--- config.mk ---
export PLATFORM = sky130hd
export DESIGN_NAME = multicycle_controller
export DESIGN_NICKNAME = d
export VERILOG_FILES = /design/src/rtl/riscv_pkg.sv /design/src/rtl/multicycle_controller_alu_decoder.sv /design/src/rtl/multicycle_controller.sv
export SDC_FILE = /design/constraint.sdc
export NUM_CORES = 1
export LEC_CHECK = 0
export CORE_MARGIN = 3
export CORE_UTILIZATION = 38
export CTS_CLUSTER_DIAMETER = 100
export DETAILED_ROUTE_END_ITERATION = 6
export GPL_ROUTABILITY_DRIVEN = 0
export HOLD_SLACK_MARGIN = 0.08
export PLACE_DENSITY = 0.9
export SLEW_MARGIN = 20
export SYNTH_ARGS = -nofsm -noshare
export SYNTH_HDL_FRONTEND = slang
export SYNTH_HIERARCHICAL = 1
export SYNTH_SLANG_ARGS = --single-unit
--- constraint.sdc ---
create_clock -name clk -period 2 [get_ports clk]
set_clock_uncertainty 0.2 [all_clocks]
set_input_delay 0.3 -clock clk [delete_from_list [all_inputs] [get_ports clk]]
set_output_delay 0.3 -clock clk [all_outputs]
set_load 0.005 [all_outputs]
--- src/rtl/riscv_pkg.sv ---
// Shared encodings for the multicycle RV32I controller.
// Covers opcodes, FSM states and the datapath mux select codes.
package riscv_pkg;

  localparam logic [6:0] OP_LW    = 7'b0000011;
  localparam logic [6:0] OP_SW    = 7'b0100011;
  localparam logic [6:0] OP_RTYPE = 7'b0110011;
  localparam logic [6:0] OP_IALU  = 7'b0010011;
  localparam logic [6:0] OP_BEQ   = 7'b1100011;
  localparam logic [6:0] OP_JAL   = 7'b1101111;

  typedef enum logic [3:0] {
    S_FETCH    = 4'd0,
    S_DECODE   = 4'd1,
    S_MEMADR   = 4'd2,
    S_MEMREAD  = 4'd3,
    S_MEMWB    = 4'd4,
    S_MEMWRITE = 4'd5,
    S_EXECR    = 4'd6,
    S_EXECI    = 4'd7,
    S_ALUWB    = 4'd8,
    S_BEQ      = 4'd9,
    S_JAL      = 4'd10
  } state_t;

  localparam logic [1:0] ALUOP_ADD   = 2'b00;
  localparam logic [1:0] ALUOP_SUB   = 2'b01;
  localparam logic [1:0] ALUOP_FUNCT = 2'b10;

  localparam logic [2:0] ALU_ADD = 3'b000;
  localparam logic [2:0] ALU_SUB = 3'b001;
  localparam logic [2:0] ALU_AND = 3'b010;
  localparam logic [2:0] ALU_OR  = 3'b011;
  localparam logic [2:0] ALU_SLT = 3'b101;

  localparam logic [1:0] RES_ALUOUT = 2'b00;
  localparam logic [1:0] RES_DATA   = 2'b01;
  localparam logic [1:0] RES_ALU    = 2'b10;

  localparam logic [1:0] SRCA_PC    = 2'b00;
  localparam logic [1:0] SRCA_OLDPC = 2'b01;
  localparam logic [1:0] SRCA_RD1   = 2'b10;

  localparam logic [1:0] SRCB_RD2   = 2'b00;
  localparam logic [1:0] SRCB_IMM   = 2'b01;
  localparam logic [1:0] SRCB_FOUR  = 2'b10;

  localparam logic [1:0] IMM_I = 2'b00;
  localparam logic [1:0] IMM_S = 2'b01;
  localparam logic [1:0] IMM_B = 2'b10;
  localparam logic [1:0] IMM_J = 2'b11;

  function automatic logic [1:0] imm_sel(input logic [6:0] op);
    case (op)
      OP_SW:   imm_sel = IMM_S;
      OP_BEQ:  imm_sel = IMM_B;
      OP_JAL:  imm_sel = IMM_J;
      default: imm_sel = IMM_I;
    endcase
  endfunction

endpackage

--- src/rtl/multicycle_controller_alu_decoder.sv ---
// ALU decoder: maps the FSM's ALUOp plus funct fields onto an ALU operation.
module alu_decoder
  import riscv_pkg::*;
(
  input  logic [1:0] alu_op,
  input  logic       op5,
  input  logic [2:0] funct3,
  input  logic       funct7_5,
  output logic [2:0] alu_control
);

  always_comb begin
    alu_control = ALU_ADD;
    case (alu_op)
      ALUOP_SUB: alu_control = ALU_SUB;
      ALUOP_FUNCT: begin
        case (funct3)
          // Only R-type sub sets both bits; addi with imm[10]=1 must stay an add.
          3'b000:  alu_control = (op5 & funct7_5) ? ALU_SUB : ALU_ADD;
          3'b010:  alu_control = ALU_SLT;
          3'b110:  alu_control = ALU_OR;
          3'b111:  alu_control = ALU_AND;
          default: alu_control = ALU_ADD;
        endcase
      end
      default: alu_control = ALU_ADD;
    endcase
  end

endmodule

--- src/rtl/multicycle_controller.sv ---
// Multicycle RV32I sequencing FSM: drives datapath selects and enables,
// stalling on mem_ready in the memory-access states.
module multicycle_controller
  import riscv_pkg::*;
(
  input  logic       clk,
  input  logic       rst,
  input  logic [6:0] op,
  input  logic [2:0] funct3,
  input  logic [6:0] funct7,
  input  logic       zero,
  input  logic       mem_ready,
  output logic       pc_write,
  output logic       adr_src,
  output logic       ir_write,
  output logic       mem_write,
  output logic       reg_write,
  output logic [1:0] result_src,
  output logic [1:0] alu_src_a,
  output logic [1:0] alu_src_b,
  output logic [1:0] imm_src,
  output logic [2:0] alu_control,
  output logic       retire,
  output logic       illegal,
  output logic [3:0] state
);

  state_t     state_q;
  state_t     state_n;
  state_t     cur;
  logic [1:0] alu_op;
  logic       pc_update;
  logic       branch;
  logic       ir_w;
  logic       mem_w;
  logic       reg_w;
  logic       ret;
  logic       ill;
  logic       unused_funct7;

  assign unused_funct7 = ^{funct7[6], funct7[4:0]};

  always_ff @(posedge clk) begin
    if (!rst) state_q <= S_FETCH;
    else      state_q <= state_n;
  end

  // During reset the outputs already show FETCH, so a pending store is dropped at once.
  assign cur = rst ? state_q : S_FETCH;

  always_comb begin
    state_n    = S_FETCH;
    alu_op     = ALUOP_ADD;
    pc_update  = 1'b0;
    branch     = 1'b0;
    ir_w       = 1'b0;
    mem_w      = 1'b0;
    reg_w      = 1'b0;
    ret        = 1'b0;
    ill        = 1'b0;
    adr_src    = 1'b0;
    result_src = RES_ALUOUT;
    alu_src_a  = SRCA_PC;
    alu_src_b  = SRCB_RD2;
    case (cur)
      S_FETCH: begin
        alu_src_b  = SRCB_FOUR;
        result_src = RES_ALU;
        ir_w       = mem_ready;
        pc_update  = mem_ready;
        state_n    = mem_ready ? S_DECODE : S_FETCH;
      end
      S_DECODE: begin
        alu_src_a = SRCA_OLDPC;
        alu_src_b = SRCB_IMM;
        case (op)
          OP_LW, OP_SW: state_n = S_MEMADR;
          OP_RTYPE:     state_n = S_EXECR;
          OP_IALU:      state_n = S_EXECI;
          OP_BEQ:       state_n = S_BEQ;
          OP_JAL:       state_n = S_JAL;
          default: begin
            state_n = S_FETCH;
            ill     = 1'b1;
          end
        endcase
      end
      S_MEMADR: begin
        alu_src_a = SRCA_RD1;
        alu_src_b = SRCB_IMM;
        state_n   = (op == OP_SW) ? S_MEMWRITE : S_MEMREAD;
      end
      S_MEMREAD: begin
        adr_src = 1'b1;
        state_n = mem_ready ? S_MEMWB : S_MEMREAD;
      end
      S_MEMWB: begin
        result_src = RES_DATA;
        reg_w      = 1'b1;
        ret        = 1'b1;
      end
      S_MEMWRITE: begin
        adr_src = 1'b1;
        mem_w   = 1'b1;
        ret     = mem_ready;
        state_n = mem_ready ? S_FETCH : S_MEMWRITE;
      end
      S_EXECR: begin
        alu_src_a = SRCA_RD1;
        alu_op    = ALUOP_FUNCT;
        state_n   = S_ALUWB;
      end
      S_EXECI: begin
        alu_src_a = SRCA_RD1;
        alu_src_b = SRCB_IMM;
        alu_op    = ALUOP_FUNCT;
        state_n   = S_ALUWB;
      end
      S_ALUWB: begin
        reg_w = 1'b1;
        ret   = 1'b1;
      end
      S_BEQ: begin
        alu_src_a = SRCA_RD1;
        alu_op    = ALUOP_SUB;
        branch    = 1'b1;
        ret       = 1'b1;
      end
      S_JAL: begin
        alu_src_a = SRCA_OLDPC;
        alu_src_b = SRCB_FOUR;
        pc_update = 1'b1;
        state_n   = S_ALUWB;
      end
      default: state_n = S_FETCH;
    endcase
  end

  assign pc_write  = rst & (pc_update | (branch & zero));
  assign ir_write  = rst & ir_w;
  assign mem_write = rst & mem_w;
  assign reg_write = rst & reg_w;
  assign retire    = rst & ret;
  assign illegal   = rst & ill;
  assign imm_src   = imm_sel(op);
  assign state     = state_q;

  alu_decoder u_alu_decoder (
    .alu_op      (alu_op),
    .op5         (op[5]),
    .funct3      (funct3),
    .funct7_5    (funct7[5]),
    .alu_control (alu_control)
  );

endmodule

==> results.yml, run 1 <==
outcome:
  outcome: "finished, violations left"
  violations: "negative setup slack"
sta:
  slew_viol_final: 0
  finalHoldViolCount: 0
  fin_crit_ps: 2220
  tns_ps: -894
  setup_violations: 10
  fin_crit_sh: 1.11
  hold_slack_ps: 437
  slew_headroom: 0.790
  fin_ws_ps: -224
  tightest_slew_ps: 312
  grt_setup_unrepaired: "yes"
  fmax_ghz: 0.450
layout:
  area_growth_pct: 127
  seq_area_um2: 87.6
  nets: 215
  multiInputGateArea_um2: 781
  stdcell_count: 215
  largest_register_ff_count: 4
  drive_gt1_frac: 0.616
  fillerInstances: 47
  diodes: 0
clock_tree:
  hold_buffers: 0
  root_buffer: "clkbuf_4"
  cts.sinks: 4
  htreeDepth: 1
  path_clk_slew_ps: 40
  cts_buffers: 3
  cts_buffer_depth: 2
  clock_latency_ps: 260
  tritoncts: "done"
floorplanning:
  die_x_um: 50.6
  num_io_pins: 43
  die_h_um: 50.6
  num_rows: 15
  fp.dieArea_um2: 2560
  start_util: 0.420
  core-area_um2: 1800
detailed_routing:
  drtPass1Iterations: 4
  via_per_inst: 6.36
  drtIter0Drc: 81
  wl_per_cell_um: 22.9
  routed_wl_um: 4920
  ant_nets: 0
  vias: 1368
  post-route-drc-count: 0
synth:
  netlist_area_um2: 757
  synth.avg_cell_area_um2: 7.57
  synth_nets: 123
  yosysSeqAreaShare: 0.106
  ys_seq_elements: 4
  synth.distinct_cells: 41
  yosysWarnings: 6
  netlist_instances: 100
run:
  max_cap_viol_count: 0
critical_path:
  critPathRequiredTime_ps: 1500
  crit_fanout: 3
  startpoint_type: "flop"
  end_kind: "primary output"
  path_cells: "buf_4 > nand2_2 > nor2_4 > buf_4 > inv_2 > ha_4 > inv_2 > a221oi_2 > buf_2"
  slowest_delay_ps: 340
  crit_type: "reg -> out"
  crit_arrival_ps: 1720
  cpMaxStageDelayCell: "dfxtp_2"
global_routing:
  grt_pass1_wl_um: 6610
  use_met1: 0.342
  grt-busiest-layer: "met2"
  grt_overflow_total: 0
  grt_pass1_vias: 1322
  track_usage: 0.347
  grt.met3_usage: 0.0445
  antenna_found_initial: 0
  grt_max_degree: 16
  met2_usage: 0.657
power_and_ir_drop:
  p_total_mw: 0.383
  ir_worst_vdd_uv: 227
  p_leak_nw: 0.783
  powerDensity_nw_per_um2: 223
worst_hold_path:
  min_path_type: "in -> reg"
placed_design:
  placedCellCount: 187
  hpwl_um: 2060
  io_buffers: 36
-- area by class of cell --
class / instances / area share
multi-input cells: 86 / 0.454
inverters: 3 / 0.00655
well taps: 25 / 0.0182
repair buffers: 94 / 0.457
flip-flops and latches: 4 / 0.0509
clock buffers: 3 / 0.0131
-- layout by cell type, fill, tap and decap left out, types with 3 or more instances in the layout --
master            n
nand3b_1          4
nor2_4            3
clkdlybuf4s15_1   3
buf_4            43
a21oi_2           3
inv_2             3
nor2b_1           4
clkbuf_4          3
clkdlybuf4s50_1   9
o21ai_0           3
buf_2            11
xnor2_1           3
nor2_1            3
dfxtp_2           3
nand2b_1          5
nand2_1           5
a21oi_1           5
dlygate4sd2_1    10
nand2b_4          5
buf_6            16
-- per-layer routing --
layer,share of wire,wire length (µm),vias up
met1,0.35,1710,628
met5,0,0,-
met2,0.48,2380,137
li1,-,-,545
met3,0.076,372,58
met4,0.093,457,0
-- cell usage after synthesis --
library cell / number / area (µm²)
nand2b_1: 9 / 56.3
a21oi_1: 8 / 40.0
nor2_1: 8 / 30.0
nand2_1: 7 / 26.3
buf_2: 4 / 20.0
dfxtp_1: 4 / 80.1
nand3b_1: 4 / 30.0
nor2b_1: 4 / 25.0
xnor2_1: 4 / 35.0
and3_1: 3 / 18.8
inv_1: 3 / 11.3
nor3_1: 3 / 15.0
nor3b_1: 3 / 22.5
o21ai_0: 3 / 15.0
buf_6: 2 / 22.5
ha_1: 2 / 25.0
nor2b_4: 2 / 27.5
nor3_2: 2 / 20.0
nor4_1: 2 / 12.5
o22ai_1: 2 / 12.5
a211o_1: 1 / 8.76
a211oi_2: 1 / 12.5
a221oi_2: 1 / 15.0
a22o_1: 1 / 8.76
a32oi_1: 1 / 8.76
and4_1: 1 / 8.76
and4b_1: 1 / 10.0
and4b_2: 1 / 11.3
buf_4: 1 / 7.51
nand2b_4: 1 / 13.8
nor4b_1: 1 / 8.76
o211a_1: 1 / 10.0
o211ai_1: 1 / 7.51
o21bai_1: 1 / 7.51
o31ai_1: 1 / 7.51
o41ai_4: 1 / 27.5
or2_1: 1 / 6.26
or3_1: 1 / 6.26
or3b_1: 1 / 8.76
or4_1: 1 / 7.51
xor2_1: 1 / 8.76
-- critical path: cells and delay by family, from the launching register on --
| kind | cells | cell delay (ps) |
|---|---|---|
| buffers and inverters | 5 | 560 |
| AOI/OAI and AO/OA | 1 | 250 |
| adders and majority gates | 1 | 160 |
| DFF | 1 | 340 |
| and+or+nand+nor | 2 | 170 |
-- worst paths after layout --
check	from	to	slack [ps]	cells after the start
min reg2reg	state[2]	state[0]	520	3
max	state[2]	alu_control[0]	-220	9
min	op[2]	state[2]	440	5
max reg2reg	state[3]	state[3]	190	7
-- repair_timing --
item,CTS,global route
endpoints found under the setup margin,18,12
resized for setup,114,18
pin swaps,16,13
setup buffers,25,6
-- power by group --
group | total, mW | switching, mW | internal [mW]
registers | 0.0828 | 0.00237 | 0.0804
clock network | 0.114 | 0.0464 | 0.0680
logic | 0.186 | 0.0849 | 0.101
total | 0.383 | 0.134 | 0.249
-- logic make-up (layout without fill, tap and decap cells) --
logic type               after synthesis  after routing  share of synthesized area
AO/OA/AOI/OAI                         23             23                      0.240
AND/OR/NAND/NOR                       56             56                      0.483
XOR/XNOR                               5              5                     0.0578
buffers and inverters                 10            100                     0.0810
adder cells (fa/ha/maj)                2              2                     0.0331
flip-flops                             4              4                      0.106
-- stage by stage --
| stage | util | setup WS [ps] | instance area (µm²) |
|---|---|---|---|
| 2_1_floorplan | - | 0.438 | 757 |
| 3_3_place_gp | 0.747 | -716 | 1350 |
| 3_5_place_dp | 0.747 | -849 | 1350 |
| 4_1_cts | 0.916 | -151 | 1650 |
| 5_1_grt | 0.954 | -251 | 1720 |
| 6_report | 0.954 | -224 | 1720 |
(Power assumes the default switching activity.)
==> run 2: changes to the inputs <==
SLEW_MARGIN = default   (was 20)
==> results of run 2 <==
The final DEF is identical to that of run 1; final timing and power are the same.
